File: src/rtl/count_ctrl_pkg.sv
// Shared definitions for the count_ctrl sequencer: FSM states and default sizes.
package count_ctrl_pkg;

   localparam int DEFAULT_WIDTH = 4;
   localparam int DEFAULT_REL_W = 8;

   typedef enum logic [1:0] {
      IDLE  = 2'd0,
      RUN   = 2'd1,
      PAUSE = 2'd2,
      DONE  = 2'd3
   } state_t;

   // A sequence is in progress while counting or paused
   function automatic logic isBusyState(input state_t s);
      return (s == RUN) || (s == PAUSE);
   endfunction

endpackage

File: src/rtl/count_core.sv
// Loadable up/down counter that wraps modulo 2^WIDTH; load has priority over stepping.
module count_core
   import count_ctrl_pkg::*;
#(
   parameter int WIDTH = DEFAULT_WIDTH
) (
   input  logic             clk,
   input  logic             rst_n,
   input  logic             en,
   input  logic             load,
   input  logic [WIDTH-1:0] load_val,
   input  logic             up,
   output logic [WIDTH-1:0] q
);

   logic [WIDTH-1:0] r_q;

   always_ff @(posedge clk) begin
      if (!rst_n) begin
         r_q <= '0;
      end else if (load) begin
         r_q <= load_val;
      end else if (en) begin
         r_q <= up ? (r_q + WIDTH'(1)) : (r_q - WIDTH'(1));
      end
   end

   assign q = r_q;

endmodule

File: src/rtl/count_ctrl.sv
// Count sequencer: runs count_core from a latched start value toward a latched terminal
// value, with pause/abort, optional auto-reload and a saturating terminal-event counter.
module count_ctrl
   import count_ctrl_pkg::*;
#(
   parameter int WIDTH = DEFAULT_WIDTH,
   parameter int REL_W = DEFAULT_REL_W
) (
   input  logic             clk,
   input  logic             rst_n,
   input  logic             start,
   input  logic             pause,
   input  logic             abort,
   input  logic             up,
   input  logic             auto_reload,
   input  logic [WIDTH-1:0] init_val,
   input  logic [WIDTH-1:0] term_val,
   output logic [WIDTH-1:0] count,
   output logic             busy,
   output logic             done,
   output logic [REL_W-1:0] term_cnt
);

   state_t           r_state;
   state_t           w_nextState;

   logic             r_up;
   logic             r_autoReload;
   logic [WIDTH-1:0] r_initVal;
   logic [WIDTH-1:0] r_termVal;

   logic             r_busy;
   logic             r_done;
   logic [REL_W-1:0] r_termCnt;

   logic             w_accept;
   logic             w_termEvt;
   logic             w_load;
   logic             w_en;
   logic [WIDTH-1:0] w_loadVal;
   logic [WIDTH-1:0] w_count;

   count_core #(
      .WIDTH(WIDTH)
   ) u_core (
      .clk      (clk),
      .rst_n    (rst_n),
      .en       (w_en),
      .load     (w_load),
      .load_val (w_loadVal),
      .up       (r_up),
      .q        (w_count)
   );

   always_ff @(posedge clk) begin
      if (!rst_n) begin
         r_state <= IDLE;
      end else begin
         r_state <= w_nextState;
      end
   end

   // Within RUN the order of tests encodes abort > pause > terminal > step
   always_comb begin
      w_nextState = r_state;
      w_accept    = 1'b0;
      w_termEvt   = 1'b0;
      w_load      = 1'b0;
      w_en        = 1'b0;
      w_loadVal   = r_initVal;
      case (r_state)
         IDLE, DONE: begin
            if (abort) begin
               w_nextState = IDLE;
            end else if (start) begin
               w_accept    = 1'b1;
               w_load      = 1'b1;
               w_loadVal   = init_val;
               w_nextState = RUN;
            end
         end
         RUN: begin
            if (abort) begin
               w_nextState = IDLE;
            end else if (pause) begin
               w_nextState = PAUSE;
            end else if (w_count == r_termVal) begin
               w_termEvt = 1'b1;
               if (r_autoReload) begin
                  w_load = 1'b1;
               end else begin
                  w_nextState = DONE;
               end
            end else begin
               w_en = 1'b1;
            end
         end
         PAUSE: begin
            if (abort) begin
               w_nextState = IDLE;
            end else if (!pause) begin
               w_nextState = RUN;
            end
         end
         default: begin
            w_nextState = IDLE;
         end
      endcase
   end

   // Status outputs, terminal-event tally and the configuration captured at start
   always_ff @(posedge clk) begin
      if (!rst_n) begin
         r_busy       <= 1'b0;
         r_done       <= 1'b0;
         r_termCnt    <= '0;
         r_up         <= 1'b0;
         r_autoReload <= 1'b0;
         r_initVal    <= '0;
         r_termVal    <= '0;
      end else begin
         r_busy <= isBusyState(w_nextState);
         r_done <= w_termEvt;
         if (w_accept) begin
            r_termCnt    <= '0;
            r_up         <= up;
            r_autoReload <= auto_reload;
            r_initVal    <= init_val;
            r_termVal    <= term_val;
         end else if (w_termEvt && (r_termCnt != {REL_W{1'b1}})) begin
            r_termCnt <= r_termCnt + REL_W'(1);
         end
      end
   end

   assign count    = w_count;
   assign busy     = r_busy;
   assign done     = r_done;
   assign term_cnt = r_termCnt;

endmodule

File: config.mk
export PLATFORM = sky130hd
export DESIGN_NAME = count_ctrl
export DESIGN_NICKNAME = d
export VERILOG_FILES = /design/src/rtl/count_ctrl_pkg.sv /design/src/rtl/count_core.sv /design/src/rtl/count_ctrl.sv
export SDC_FILE = /design/constraint.sdc
export NUM_CORES = 1
export LEC_CHECK = 0
export ABC_AREA = 1
export BUFFER_PORTS_ARGS = -buffer_cell sky130_fd_sc_hd__buf_2
export CAP_MARGIN = 15
export CORE_MARGIN = 4
export CORE_UTILIZATION = 30
export CTS_BUF_LIST = sky130_fd_sc_hd__clkbuf_16
export CTS_CLUSTER_DIAMETER = 40
export CTS_CLUSTER_SIZE = 28
export DETAILED_ROUTE_END_ITERATION = 8
export PLACE_DENSITY_LB_ADDON = 0.3
export SYNTH_ARGS = -nofsm -noshare
export SYNTH_HDL_FRONTEND = slang
export SYNTH_HIERARCHICAL = 1
export SYNTH_SLANG_ARGS = --single-unit
export TNS_END_PERCENT = 20
File: constraint.sdc
create_clock -name clk -period 6.85 [get_ports clk]
set_clock_uncertainty 0.1 [all_clocks]
set_input_delay 1.37 -clock clk [delete_from_list [all_inputs] [get_ports clk]]
set_output_delay 1.37 -clock clk [all_outputs]
set_load 0.1 [all_outputs]
[Word-level counts from Yosys, hierarchy flattened]
Cells that the tools add are included.
Storage, ports and cells
  register bits: 26
  bits in latches: 0
  memory bits (writable): 0
  memory bits (read-only): 0
  output and inout bits: 14
  word-level logic and storage cells: 57
  memories kept: 0
Operators by class
  add/subtract/negate cells: 3
  multiply operators: 0
  divide/modulo/power cells: 0
  magnitude comparators: 0
  equality and inequality tests: 7
  shifts and indexed selects: 0
  multiplexer cells: 31
  bitwise gates (word level): 1
  reductions and logical operators: 6
Operators by type and width (number)
  2-to-1 mux 4 bit: 6
  2-to-1 mux 2 bit: 8
  2-to-1 mux 1 bit: 15
  adder 8 x 1 -> 8 bit, second input constant: 1
  != test 8 bit, second input constant: 1
  equality test 2 bit, second input constant: 3
  one-hot mux 2 bit (3 select lines): 1
  adder 4 x 1 -> 4 bit, second input constant: 1
  equality test 2 x 1 -> 1 bit, second input constant: 2
  equality test 4 bit: 1
  OR reduction 2 bit: 2
  subtractor 4 x 1 -> 4 bit, second input constant: 1
  zero test 2 bit: 1
  one-hot mux 1 bit (2 select lines): 1
  nonzero test 2 bit: 1
  logical AND 1 bit: 1
  logical OR 1 bit: 1
  NOT 1 bit: 1

[Longest topological paths before layout]
  word-level depth: 7
  depth in mapped cells: 13

[Hierarchy]
The synthesis kept the hierarchy.
Modules (own cells, without submodules)
  count_ctrl: instances 1, cells an instance 175, area an instance 1204.9 um^2, sequential area each 440.4 um^2
  count_core: instances 1, cells an instance 45, area an instance 301.5 um^2, sequential area each 80.1 um^2

[Worst setup path before layout]
OpenSTA, ideal clock, no wires.
  path kind: input port to flip-flop
  start: in abort
  end: reg u_core.r_q[0] (netlist: u_core/q[0])
  arrival time: 2834 ps
  data required time: 6637 ps
  setup slack: 3804 ps
  stages: 8
  buffers on the path: 1
  path through: nor2_1 nand2_1 clkbuf_1 a211oi_1 nor2_2 a22o_1 o21ai_2 inv_1
On the way
  cells in the longest elaborated chain, start to end: 3
Ends and longest elaborated chain
  start: declaration: line count_ctrl.sv:13  | input logic abort,
  2-to-1 mux 1 bit, on equally long branches: line count_ctrl.sv:83, count_ctrl.sv:73
  one-hot mux 1 bit (2 select lines) (*): line count_ctrl.sv:71  | case (r_state)
  via w_load: line count_ctrl.sv:38  | logic w_load;
  2-to-1 mux 4 bit / nonzero test 2 bit (equally long branches)
  end signal: assignment: line count_core.sv:22  | r_q <= load_val;
  end signal: assignment: line count_core.sv:24  | r_q <= up ? (r_q + WIDTH'(1)) : (r_q - WIDTH'(1));
  end: declaration: line count_core.sv:16  | logic [WIDTH-1:0] r_q;
Mark *: on every way through the listed nets, which the timed path passes. The rest lies on a longest branch.
A chain may end at the register's enable or synchronous reset.

[Final worst setup path]
Ends and elaborated chain as after synthesis.

==> impl_metrics.ini <==
[outcome]
status = finished clean

[logic_synthesis]
synth_seq_cells = 26
yosysMostFrequentCell = nand2_1
yosysWarnings = 6
synth_commonest_cells = nand2_1 (56), inv_1 (42), dfxtp_1 (26), a21oi_1 (19), nor2_1 (14)
yosys.area.top_type_share_pct = 34.6
yosys_most_used_dff = dfxtp_1
synth_edf_count = 0
synth_top_area_cell = dfxtp_1
synth-async-reset-ratio_pct = 0
synthDistinctLibCells = 28
seq_area_frac_synth_pct = 34.6
synth_area_mm2 = 0.00151
synth.area.top_cells = dfxtp_1 (35%), nand2_1 (14%), inv_1 (10%)
syn-num-nets = 241
synth_cells = 220
avgSynthCellArea_um2 = 6.85

[worst_setup_path]
endpoint = u_core/q[0]$_SDFFE_PN0P_
r2r-start = r_state[0]$_SDFF_PN0_
crit_path_end_kind = register
reg2reg_slack_ns = 4.09
crit_slowest_cell = a211oi_1
r2r_cells = 12
start_kind = input port
worst_path_largest_cell_delay_ns = 0.64
cp-startpoint = abort
reg2reg_to = u_core/q[0]$_SDFFE_PN0P_
crit_arrival_ns = 3.22
worstPathCellList = buf_2 > nor2_1 > nand2_1 > nand2_1 > inv_1 > a211oi_1 > nor2_2 > a22o_1 > o21ai_2 > inv_1
cp.required_ns = 6.91
path_class = input port to register
path_max_fanout = 15

[floorplan]
start_util_pct = 31.5
io_pins = 29
die_x_um = 78.9
die_h_um = 78.9
core-area_mm2 = 0.00479
dieArea_mm2 = 0.00622
rows = 25

[placement]
place_hpwl_mm = 2.59
place_congestion = 0.745
port_buffers = 28
post_dp_cell_area_mm2 = 0.00172

[finish]
num_antenna_cells = 0
drive_above_1_share_pct = 21.3
synthToLayoutAreaGrowth_pct = 20.8
design_area_mm2 = 0.00182
layout.nets = 271

[clock_tree]
htreeDepth = 1
post_cts_buffers = 0
numClockSinks = 26
ctsRootBufferMaster = clkbuf_16
path_clk_slew_ns = 0.07
ctsHoldBuffers = 0
clk_latency_ns = 0.26
tritoncts = built
cts_buffers = 3
postCtsResizedCells = 0
clockBufferDepth = 2

[route]
postRouteAntennaNets = 0
drc_errors = 0
routed_via_density = 4.28
drtIter0Drc = 65
route.detailed.wl_per_inst_um = 10.3
firstDrtPassIters = 4
wl_mm = 3.27
vias = 1352

[global_route]
grt_pass1_vias = 1251
grt-ovfl-total = 0
track_usage_pct = 11.6
antenna_found_initial = 0
grt_start_max_net_pins = 16
grt_pass1_wl_mm = 5.74

[hold_path]
min_path_type = register to register

[pwr]
peakVddDrop_mv = 0.117
power_density_mw_per_mm2 = 220
leakage_nw = 0.880

[timing]
period_minus_slack_ns = 3.16
finalMaxSlewViolations = 0
setup-violations-final = 0
hold_viol = 0
setup_tns_ns = 0
relSlewSlack_pct = 46.1
rsz0062_at_grt = false
clock.fmax_mhz = 316
post-route-period-util_pct = 46.2
worstMarginPinSlew_ns = 0.804

[job]
maxCapViolCount = 0
-- critical path, delay by kind of cell --
kind | cells | cell delay (ns)
AO/OA/AOI/OAI | 3 | 0.96
buffers and inverters | 3 | 0.21
AND/OR/NAND/NOR | 4 | 0.68
-- flip-flops by register name, indices dropped and copies added, names as in the netlist --
register	cells
busy	1
done	1
r_autoReload	1
r_initVal	4
r_state	2
r_termVal	4
r_up	1
term_cnt	8
u_core/q	4
-- metrics by stage --
stage | hold slack (ns) | std cells | setup slack (ns) | total power, mW | util (%)
2_1_floorplan | 0.336 | 220 | 3.80 | 0.219 | -
3_3_place_gp | 0.351 | 312 | 3.50 | 0.232 | 35.8
3_5_place_dp | 0.354 | 312 | 3.41 | 0.233 | 35.8
4_1_cts | 0.364 | 316 | 3.70 | 0.406 | 38.0
5_1_grt | 0.387 | 316 | 3.50 | 0.425 | 38.0
6_report | 0.359 | 316 | 3.69 | 0.400 | 38.0
-- cell usage in the layout, fill, tap and decap left out, types with 5 or more instances in the layout --
master	count
nand2_1	56
inv_1	42
buf_2	28
dfxtp_1	26
a21oi_1	19
nor2_1	14
nand3_1	8
o21ai_0	8
a211oi_1	6
or2_2	5
ha_1	5
-- final cells by class --
type | count | area [µm²]
Tap cell | 67 | 83.8
Inverter | 44 | 165
Timing Repair Buffer | 28 | 140
Fill cell | 523 | 2970
Sequential cell | 26 | 520
Clock inverter | 1 | 30.0
Multi-Input combinational cell | 147 | 806
Clock buffer | 3 | 75.1
-- logic make-up (layout without fill, tap and decap cells) --
| logic type | after synthesis | after routing | synth area share [%] |
|---|---|---|---|
| compound gates | 37 | 37 | 14.0 |
| xor+xnor | 3 | 3 | 1.74 |
| fa+ha+maj | 6 | 6 | 5.48 |
| buf+inv | 47 | 76 | 12.0 |
| flops | 26 | 26 | 34.6 |
| simple gates | 101 | 101 | 32.2 |
-- power by group --
group | internal (mW) | switching (mW)
registers | 0.158 | 0.00416
logic | 0.0221 | 0.0455
clock network | 0.116 | 0.0540
total | 0.296 | 0.104
-- layer usage --
metal	up-vias	global-route usage [%]	routed length, µm
met2	21	18.2	1480
met4	0	4.12	44
met5	-	0	0
met1	583	15.3	1580
met3	4	3.29	154
li1	744	-	-
-- worst min-delay path by stage --
stage | from | to | slack (ns) | depth (start not counted)
2_1_floorplan | r_termVal[3]$_SDFFE_PN0P_ | r_termVal[3]$_SDFFE_PN0P_ | 0.34 | 2
3_3_place_gp | r_termVal[3]$_SDFFE_PN0P_ | r_termVal[3]$_SDFFE_PN0P_ | 0.35 | 2
3_5_place_dp | r_termVal[3]$_SDFFE_PN0P_ | r_termVal[3]$_SDFFE_PN0P_ | 0.35 | 2
4_1_cts | r_termVal[3]$_SDFFE_PN0P_ | r_termVal[3]$_SDFFE_PN0P_ | 0.36 | 2
5_1_grt | r_termVal[2]$_SDFFE_PN0P_ | r_termVal[2]$_SDFFE_PN0P_ | 0.39 | 2
6_report | r_termVal[3]$_SDFFE_PN0P_ | r_termVal[3]$_SDFFE_PN0P_ | 0.36 | 2
No activity file was read; power rests on OpenSTA's default activity.
